**config.mk**
```make
export PLATFORM = sky130hd
export DESIGN_NAME = acq_search_ctrl
export DESIGN_NICKNAME = d
export VERILOG_FILES = /design/src/rtl/acq_search_ctrl.sv
export SDC_FILE = /design/constraint.sdc
export NUM_CORES = 1
export LEC_CHECK = 0
export ABC_CLOCK_PERIOD_IN_PS = 3800
export CORE_ASPECT_RATIO = 0.9
export CORE_MARGIN = 2
export CORE_UTILIZATION = 53
export DETAILED_ROUTE_END_ITERATION = 16
export PLACE_DENSITY = 0.85
export SLEW_MARGIN = 5
export SYNTH_ARGS = -nofsm -noshare
export SYNTH_HDL_FRONTEND = slang
export SYNTH_SLANG_ARGS = --single-unit
```
**constraint.sdc**
```tcl
create_clock -name clk -period 3.8 [get_ports clk]
set_clock_uncertainty 0.1 [all_clocks]
set_input_delay 0.38 -clock clk [delete_from_list [all_inputs] [get_ports clk]]
set_output_delay 0.38 -clock clk [all_outputs]
set_load 0.01 [all_outputs]
```
**src/rtl/acq_search_ctrl.sv**
```systemverilog
// Acquisition search sequencer: walks code phase then Doppler bin, dwelling on
// each cell, confirming hits and tracking the strongest non-hit cell.
module acq_search_ctrl #(
  parameter int unsigned PHASE_STEPS = 4092,
  parameter int unsigned DOPP_BINS   = 21,
  parameter logic [49:0] THRESH      = 50'd19720000000,
  parameter int unsigned CONFIRM_N   = 2
) (
  input  logic        clk,
  input  logic        rst_n,
  input  logic        start,
  input  logic        abort,
  input  logic        result_ok,
  input  logic [49:0] energy,
  output logic        corr_start,
  output logic        code_slip,
  output logic        code_rst,
  output logic [11:0] phase_idx,
  output logic [4:0]  dopp_idx,
  output logic        busy,
  output logic        locked,
  output logic        fail,
  output logic [49:0] best_energy,
  output logic [11:0] best_phase,
  output logic [4:0]  best_dopp
);

  typedef enum logic [2:0] {
    S_IDLE, S_STEP, S_DWELL, S_CONFIRM, S_LOCKED, S_FAIL
  } state_t;

  localparam logic [11:0] PH_LAST  = 12'(PHASE_STEPS - 1);
  localparam logic [4:0]  DP_LAST  = 5'(DOPP_BINS - 1);
  localparam logic [2:0]  CONF_TGT = 3'(CONFIRM_N);

  state_t     state;
  logic       conf_pend;
  logic [2:0] conf_cnt;
  logic       hit;
  logic [2:0] cnt_next;

  always_comb begin
    hit      = (energy >= THRESH);
    cnt_next = (state == S_CONFIRM) ? conf_cnt + 3'd1 : 3'd1;
  end

  // Pulses default low every edge, so each one lasts exactly one cycle.
  always_ff @(posedge clk or negedge rst_n) begin
    if (!rst_n) begin
      state       <= S_IDLE;
      conf_pend   <= 1'b0;
      conf_cnt    <= '0;
      corr_start  <= 1'b0;
      code_slip   <= 1'b0;
      code_rst    <= 1'b0;
      phase_idx   <= '0;
      dopp_idx    <= '0;
      busy        <= 1'b0;
      locked      <= 1'b0;
      fail        <= 1'b0;
      best_energy <= '0;
      best_phase  <= '0;
      best_dopp   <= '0;
    end else begin
      corr_start <= 1'b0;
      code_slip  <= 1'b0;
      code_rst   <= 1'b0;
      if (abort) begin
        state     <= S_IDLE;
        conf_pend <= 1'b0;
        conf_cnt  <= '0;
        phase_idx <= '0;
        dopp_idx  <= '0;
        busy      <= 1'b0;
        locked    <= 1'b0;
        fail      <= 1'b0;
      end else begin
        case (state)
          S_IDLE, S_LOCKED, S_FAIL: begin
            if (start) begin
              state       <= S_STEP;
              conf_pend   <= 1'b0;
              conf_cnt    <= '0;
              code_rst    <= 1'b1;
              phase_idx   <= '0;
              dopp_idx    <= '0;
              busy        <= 1'b1;
              locked      <= 1'b0;
              fail        <= 1'b0;
              best_energy <= '0;
              best_phase  <= '0;
              best_dopp   <= '0;
            end
          end
          S_STEP: begin
            corr_start <= 1'b1;
            state      <= conf_pend ? S_CONFIRM : S_DWELL;
          end
          S_DWELL, S_CONFIRM: begin
            if (result_ok) begin
              if (hit) begin
                conf_cnt <= cnt_next;
                if (cnt_next == CONF_TGT) begin
                  state     <= S_LOCKED;
                  conf_pend <= 1'b0;
                  locked    <= 1'b1;
                  busy      <= 1'b0;
                end else begin
                  state     <= S_STEP;
                  conf_pend <= 1'b1;
                end
              end else begin
                conf_cnt  <= '0;
                conf_pend <= 1'b0;
                if (energy > best_energy) begin
                  best_energy <= energy;
                  best_phase  <= phase_idx;
                  best_dopp   <= dopp_idx;
                end
                if (phase_idx != PH_LAST) begin
                  phase_idx <= phase_idx + 12'd1;
                  code_slip <= 1'b1;
                  state     <= S_STEP;
                end else if (dopp_idx != DP_LAST) begin
                  phase_idx <= '0;
                  dopp_idx  <= dopp_idx + 5'd1;
                  code_rst  <= 1'b1;
                  state     <= S_STEP;
                end else begin
                  state <= S_FAIL;
                  fail  <= 1'b1;
                  busy  <= 1'b0;
                end
              end
            end
          end
          default: state <= S_IDLE;
        endcase
      end
    end
  end

endmodule

```
-- Word-level counts from Yosys, hierarchy flattened
Index checks and enable logic that the tools add are counted.
- word-level logic and storage cells: 138
- output and inout port bits: 90
- input bits: 55
- flip-flop bits (word level): 97
- $add $sub $neg: 3
- bitwise operators: 1
- mux-type cells: 81
- magnitude comparators: 2
- reduce and logical (&&, ||, !) cells: 13
- eq/ne operators: 24
- operators with widths (kind ; number):
    50-bit 2-to-1 mux ; 4
    12-bit 2-to-1 mux ; 9
    50-bit case mux with 2 select lines ; 1
    50-bit by 35-bit greater-or-equal comparator with 1-bit output, second input constant ; 1
    50-bit > comparator ; 1
    12-bit case mux with 2 select lines ; 2
    5-bit 2-to-1 mux ; 9
    3-bit 2-to-1 mux ; 12
    1-bit 2-to-1 mux ; 35
    3-bit inequality test, second input constant ; 8
    6-bit AND reduction ; 4
    5-bit case mux with 2 select lines ; 2
    4-bit inequality test, second input constant ; 4
    12-bit by 1-bit adder with 12-bit output, second input constant ; 1
    12-bit inequality test, second input constant ; 1
    1-bit case mux with 2 select lines ; 5
    5-bit AND reduction ; 2
    3-bit by 2-bit equality test with 1-bit output, second input constant ; 3
    3-bit case mux with 3 select lines ; 1
    2-bit inequality test, second input constant ; 4
    3-bit equality test, second input constant ; 2
    3-bit case mux with 2 select lines ; 1
    5-bit by 1-bit adder with 5-bit output, second input constant ; 1
    5-bit inequality test, second input constant ; 1
    10 further kinds ; 10

-- Longest topological paths before layout
Gate-level depths: netlist (run 1).
- depth in word-level cells: 8
- depth in mapped cells: 11
- gate-level depth less buffers: 9

-- Worst setup path after synthesis (run 1)
OpenSTA, ideal clock, no wires.
- path kind: register to register
- start point: register best_energy[8]
- end point: register best_phase[4]
- path slack: 1.197 ns
- period minus slack after synthesis: 2.603 ns
- path buffers: 2
- data required time: 3.634 ns
- arrival time: 2.437 ns
- library setup time: 0.066 ns
- stages on the path, launching flop included: 12
- cell sequence: dfrtp_1 > inv_1 > ha_1 > and4_4 > and4bb_4 > a221oi_2 > o221ai_1 > a2111o_1 > buf_6 > nand3_4 > buf_8 > a22o_1
- longest elaborated chain between the ends: 3
- RTL lines (element ; line ; text):
    start, declared ; 23 ; output logic [49:0] best_energy,
    start signal, assigned ; 116 ; best_energy <= energy;
    50-bit > comparator ; 115 ; if (energy > best_energy) begin
    2-bit inequality test (no line) ; - ;
    6-bit AND reduction (no line) ; - ;
    end signal, assigned ; 117 ; best_phase <= phase_idx;
    end, declared ; 24 ; output logic [11:0] best_phase,
No other way between the ends.
A chain may end at the register's enable or synchronous reset.

-- Final worst setup path (run 1)
- start point: input port energy[17]
- end point: register best_phase[9]
- longest elaborated chain between the ends: 3
- elaborated cells between the ends (all ways): 5
- classes of those cells: order compare: 2; eq/ne: 2; reduce/logical: 1
- RTL lines (element ; line ; text):
    start, declared ; 14 ; input logic [49:0] energy,
    50-bit > comparator or 50-bit by 35-bit greater-or-equal comparator with 1-bit output (tied branches) ; 115, 43 ;
    2-bit inequality test (no line) ; - ;
    6-bit AND reduction (no line) * ; - ;
Mark *: on every way between the ends. The rest lies on a longest branch, timed or not.

==> flow_summary.json, run 1 <==
{
  "status": "complete, no violations",
  "power_density_mw_per_mm2": 332,
  "layout_min_cycle_time_ns": 3.17,
  "cts.clk_slew.worst_paths_ns": 0.07,
  "io_pins": 145,
  "p_seq_share_pct": 43.7,
  "cts_root_buffer": "clkbuf_16",
  "power_mw": 2.41,
  "crit_arrival_ns": 3.34,
  "startpoint_type": "primary input",
  "worstMarginPinSlew_ns": 0.939,
  "numPortBuffers": 144,
  "stdcell_count": 803,
  "first_global_vias": 4969,
  "fin_setup_tns_ns": 0,
  "cts_setup_buffers": 0,
  "cts_tree": "built",
  "antenna_found_initial": 0,
  "seq_area_frac_synth_pct": 45.0,
  "end_kind": "flip-flop",
  "timing.final.max_slew_violations": 0,
  "die_area_mm2": 0.0110,
  "synth_flop_cell": "dfrtp_1",
  "clockPowerShare_pct": 42.2,
  "num_rows": 34,
  "switchingPower_mw": 0.630,
  "clk_latency_ns": 0.34,
  "hold_slack_ns": 0.0601,
  "crit_required_ns": 3.97,
  "post_dp_cell_area_mm2": 0.00692,
  "cts.path.max_buffers": 2,
  "drt_first_pass_iters": 6,
  "initial_core_util_pct": 55.1,
  "fmax_mhz": 316,
  "cts_htree_levels": 3,
  "die_h_um": 99.7,
  "diodes": 0,
  "drive_above_1_share_pct": 5.47,
  "cap_violations": 0,
  "ys_seq_elements": 97,
  "ant_nets": 0,
  "wirelength_um": 14600,
  "cp_max_fo": 52,
  "synth-edff-count": 0,
  "wire_per_inst_um": 18.2,
  "hold_viol": 0,
  "finalNetCount": 781,
  "syn_area_mm2": 0.00539,
  "grt_pass1_wl_um": 23900,
  "drt_iter0_markers": 344,
  "ctsResizeCount": 0,
  "yosys_warnings": 0,
  "postSynthNetCount": 637,
  "die_x_um": 110,
  "vias": 4816,
  "ys_async_sr_fraction_pct": 100,
  "hold_class": "primary input to async pin",
  "setup_viol": 0,
  "cts_buffers": 9,
  "place_inst": 787,
  "crit_type": "primary input to flip-flop",
  "syn_area_per_cell_um2": 10.2,
  "area.growth.synth_to_final_pct": 34.5,
  "cts_sinks": 97,
  "synth_cell_types": 52,
  "core_mm2": 0.00978,
  "ctsHoldBuffers": 0,
  "place.gp.congestion": 0.907,
  "gr-total-overflow": 0,
  "drc": 0,
  "design_area_mm2": 0.00725,
  "avgViaCountPerCell": 6.00,
  "rsz0062_at_grt": "no",
  "post-route-period-util_pct": 83.3,
  "syn_inst": 528,
  "detailedPlacementHpwl_um": 10800,
  "track_usage_pct": 27.6,
  "power.internal_mw": 1.78,
  "grt_max_degree": 74,
  "max_slew_margin_pct": 37.4,
  "p_comb_share_pct": 14.1,
  "swShare_pct": 26.2,
  "peakVddDrop_mv": 0.252,
  "p_leak_nw": 3.05
}
==> layout make-up <==
type                    count  area [um2]
clock buffers              10         239
clock inverters             6        98.8
fillers                   697        2530
inverters                  60         225
multi-input cells         351        2600
flip-flops and latches     97        2430
well taps                 126         158
repair buffers            153        1510
==> stage by stage <==
| stage | util, % | setup slack [ns] |
|---|---|---|
| 5_1_grt | 74.1 | 0.442 |
| 2_1_floorplan | - | 1.20 |
| 6_report | 74.1 | 0.634 |
| 4_1_cts | 74.1 | 0.627 |
| 3_5_place_dp | 70.7 | 0.302 |
| 3_3_place_gp | 70.7 | 0.433 |
==> synth_stat cells (2+ instances only) <==
| master | count | share of area [%] |
|---|---|---|
| a211oi_1 | 3 | 0.42 |
| a21o_1 | 2 | 0.28 |
| a21oi_1 | 24 | 2.2 |
| a221oi_1 | 3 | 0.49 |
| a22o_1 | 55 | 8.9 |
| a31oi_1 | 16 | 1.9 |
| and2_1 | 4 | 0.46 |
| and3_1 | 3 | 0.35 |
| and4_4 | 2 | 0.42 |
| buf_2 | 7 | 0.65 |
| buf_8 | 5 | 1.4 |
| clkbuf_1 | 7 | 0.49 |
| dfrtp_1 | 97 | 45 |
| ha_1 | 54 | 13 |
| inv_1 | 59 | 4.1 |
| mux2i_1 | 4 | 0.74 |
| nand2_1 | 38 | 2.6 |
| nand2b_1 | 4 | 0.46 |
| nand3_1 | 14 | 1.3 |
| nand4_1 | 17 | 2.0 |
| nor2_1 | 24 | 1.7 |
| nor3_1 | 10 | 0.93 |
| nor3b_1 | 2 | 0.28 |
| nor4_1 | 15 | 1.7 |
| o21ai_0 | 17 | 1.6 |
| o21bai_1 | 3 | 0.42 |
| o22a_1 | 2 | 0.32 |
| o22ai_1 | 2 | 0.23 |
| or2_2 | 2 | 0.23 |
| or3_1 | 3 | 0.35 |
| xnor2_1 | 9 | 1.5 |
==> critical path: stages <==
cell and delay [ns]:
clkdlybuf4s50_1 0.49, ha_1 0.37, nand4_1 0.13, and4bb_4 0.22, a221oi_2 0.25, o221ai_1 0.22, a2111o_1 0.51, nand3_4 0.49
a22o_1 0.26
==> power groups by stage <==
| stage | Combinational [mW] | Sequential (mW) | Clock [mW] |
|---|---|---|---|
| 5_1_grt | 0.376 | 1.05 | 1.07 |
| 3_5_place_dp | 0.332 | 1.07 | 0 |
| 6_report | 0.339 | 1.05 | 1.02 |
| 4_1_cts | 0.338 | 1.05 | 1.03 |
| 2_1_floorplan | 0.196 | 1.07 | 0 |
| 3_3_place_gp | 0.319 | 1.07 | 0 |
==> path summary, 6_finish.rpt <==
check                                from              end  slack [ns]  depth (start not counted)
max                            energy[17]    best_phase[9]        0.63                          9
min                                 rst_n  best_energy[11]        0.06                          1
max reg2reg                best_energy[5]    best_phase[9]        0.73                          9
min reg2reg                   conf_cnt[2]      conf_cnt[2]        0.40                          1
max in group asynchronous           rst_n  best_energy[33]        2.67                          2
min in group clk              conf_cnt[2]      conf_cnt[2]        0.40                          1
==> logic make-up (layout without fill, tap and decap cells) <==
family | after synthesis | after routing | share of synthesized area (%)
AOI/OAI and AO/OA | 139 | 139 | 19.1
and+or+nand+nor | 145 | 145 | 14.2
buffers and inverters | 80 | 229 | 6.92
xor gates and xnor gates | 9 | 9 | 1.46
DFF | 97 | 97 | 45.0
muxes | 4 | 4 | 0.743
adders and majority gates | 54 | 54 | 12.5
==> cells in the final DEF, fill, tap and decap left out, types with 14 or more instances in the layout <==
cell type,instances
a21oi_1,24
nor4_1,15
o21ai_0,17
nand2_1,38
dfrtp_1,97
a31oi_1,16
nand3_1,14
nor2_1,24
a22o_1,55
nand4_1,17
inv_1,59
ha_1,54
clkdlybuf4s50_1,143
==> sequential cells by signal, summed over array words and instances, names as in the netlist <==
register and count:
locked 1, code_rst 1, fail 1, phase_idx 12, state 3, conf_cnt 3, conf_pend 1, corr_start 1
best_dopp 5, busy 1, code_slip 1, dopp_idx 5, best_energy 50, best_phase 12
==> routing by layer <==
layer  vias up  GRT usage, %  share of wire (%)
li1       2226             -                  -
met1      2377          36.4                 43
met2       181          46.2                 49
met3        32          4.72                5.9
met4         0          8.75                2.0
met5         -             0                  0
(Power assumes the default switching activity.)
==> run 2: changes to the inputs <==
--- a/config.mk
+++ b/config.mk
@@ -5,12 +5,12 @@
 export SDC_FILE = /design/constraint.sdc
 export NUM_CORES = 1
 export LEC_CHECK = 0
-export ABC_CLOCK_PERIOD_IN_PS = 3800
+export ABC_CLOCK_PERIOD_IN_PS = 2800
 export CORE_ASPECT_RATIO = 0.9
 export CORE_MARGIN = 2
-export CORE_UTILIZATION = 53
+export CORE_UTILIZATION = 44
 export DETAILED_ROUTE_END_ITERATION = 16
-export PLACE_DENSITY = 0.85
+export PLACE_DENSITY = 0.75
 export SLEW_MARGIN = 5
 export SYNTH_ARGS = -nofsm -noshare
 export SYNTH_HDL_FRONTEND = slang
==> constraint.sdc (replaced) <==
create_clock -name clk -period 2.8 [get_ports clk]
set_clock_uncertainty 0.1 [all_clocks]
set_input_delay 0.28 -clock clk [delete_from_list [all_inputs] [get_ports clk]]
set_output_delay 0.28 -clock clk [all_outputs]
set_load 0.01 [all_outputs]
==> run 2 against run 1 <==
Die area increased by 20%. Core utilization is 9.2 points lower. Non-clock buffer count increased by 52. First-iteration DRC count grew 22%. Critical endpoint is now best_energy[1]. Final area grew 7.7%. Largest cell class unchanged. Setup slack lost 0.56 ns. Critical path depth rose by 3. Critical path type unchanged.
==> flow_summary.json, run 2 (synthesis results as in run 1) <==
{
  "die_x_um": 121,
  "hold_slack_ns": 0.389,
  "numPortBuffers": 144,
  "cts_htree_levels": 3,
  "status": "complete, no violations",
  "wirelength_um": 15500,
  "max_slew_margin_pct": 58.3,
  "place.gp.congestion": 0.855,
  "cts_tree": "built",
  "first_global_vias": 4799,
  "initial_core_util_pct": 44.8,
  "hold_viol": 0,
  "worstMarginPinSlew_ns": 0.625,
  "die_area_mm2": 0.0132,
  "crit_arrival_ns": 2.92,
  "detailedPlacementHpwl_um": 11200,
  "power_mw": 3.24,
  "gr-total-overflow": 0,
  "grt_pass1_wl_um": 23500,
  "crit_type": "primary input to flip-flop",
  "setup_ws_ns": 0.0772,
  "layout_min_cycle_time_ns": 2.72,
  "top_register": "best_energy",
  "utilization_pct": 64.9,
  "power_density_mw_per_mm2": 415,
  "cts_buffers": 9,
  "grt_max_degree": 47,
  "reg_top3": "best_energy (50), best_phase (12), phase_idx (12)",
  "drc": 0,
  "layout_commonest_cell": "clkdlybuf4s50_1",
  "io_pins": 145,
  "diodes": 0,
  "setup_viol": 0,
  "vias": 4996,
  "ant_nets": 0,
  "cap_violations": 0,
  "track_usage_pct": 22.7,
  "avgViaCountPerCell": 5.63,
  "cts_root_buffer": "clkbuf_16",
  "die_h_um": 109,
  "cp_max_fo": 13,
  "post-route-period-util_pct": 97.2,
  "fill_cells": 929,
  "drive_above_1_share_pct": 12.8,
  "peakVddDrop_mv": 0.296,
  "wire_per_inst_um": 17.4,
  "fmax_mhz": 367,
  "timing.final.max_slew_violations": 0,
  "area.growth.synth_to_final_pct": 44.8,
  "hold_class": "primary input to async pin",
  "place_ws_ns": -0.251,
  "cts.path.max_buffers": 2,
  "drt_first_pass_iters": 5,
  "startpoint_type": "primary input",
  "layout_common_cells": "143 x clkdlybuf4s50_1, 97 x dfrtp_1, 59 x inv_1",
  "cts.clk_slew.worst_paths_ns": 0.06,
  "end_kind": "flip-flop",
  "finalNetCount": 833,
  "drt_iter0_markers": 419,
  "p_leak_nw": 3.32,
  "largest_reg_flops": 50,
  "crit_required_ns": 2.99,
  "clk_latency_ns": 0.35,
  "core_mm2": 0.0120,
  "antenna_found_initial": 0,
  "cts_sinks": 97,
  "num_rows": 38
}
==> run 2: final timing paths <==
check | start | to | slack [ns] | cells past startpoint
setup / recovery | energy[39] | best_energy[1] | 0.08 | 12
hold / removal | rst_n | best_energy[28] | 0.39 | 2
setup reg to reg | best_energy[39] | best_energy[1] | 0.08 | 12
hold reg to reg | conf_cnt[2] | conf_cnt[2] | 0.40 | 1
max in group asynchronous | rst_n | conf_cnt[1] | 1.51 | 3
min in group clk | conf_cnt[2] | conf_cnt[2] | 0.40 | 1
==> run 2: per-layer routing <==
layer,routed length (um),GRT usage (%),share of wire [%]
met1,6870,30.2,44
met2,7370,36.5,48
met3,942,4.71,6.1
met4,301,9.39,1.9
met5,0,0,0
==> run 2: critical path, cell delays in order <==
cell and delay, ns:
clkdlybuf4s50_1 0.45, ha_1 0.35, nand4_1 0.18, nor4_2 0.32
buf_4 0.17, nand2b_1 0.07, o2bb2ai_2 0.21, nor2_2 0.07
a211oi_4 0.35, buf_6 0.18, clkbuf_16 0.17, a22o_1 0.13
==> run 2: stage by stage <==
step / TNS, ns / area, um2 / cells
after floorplan: 0 / 5390 / 528
after global placement: -10.69 / 7340 / 863
after detailed placement: -14.85 / 7340 / 863
after CTS: 0 / 7640 / 879
after global routing: -2.23 / 7810 / 888
final: 0 / 7810 / 888
==> run 2: repair_timing <==
action	in CTS	in global routing
hold buffers	1	0
resized for setup	0	10
endpoints found under the hold margin	44	0
setup buffers	0	7
endpoints found under the setup margin	0	67
==> run 2: area by class of cell <==
type	count	area, um2	share of cell area [%]
well taps	160	200	2.56
multi-input cells	351	2660	34.0
flip-flops and latches	97	2430	31.1
clock inverters	2	37.5	0.481
repair buffers	205	2000	25.6
inverters	60	225	2.88
clock buffers	13	260	3.33
==> run 2: where the power goes <==
part	internal, mW	switching (mW)
Combinational	0.240	0.311
Clock	0.737	0.527
Sequential	1.42	0.0117
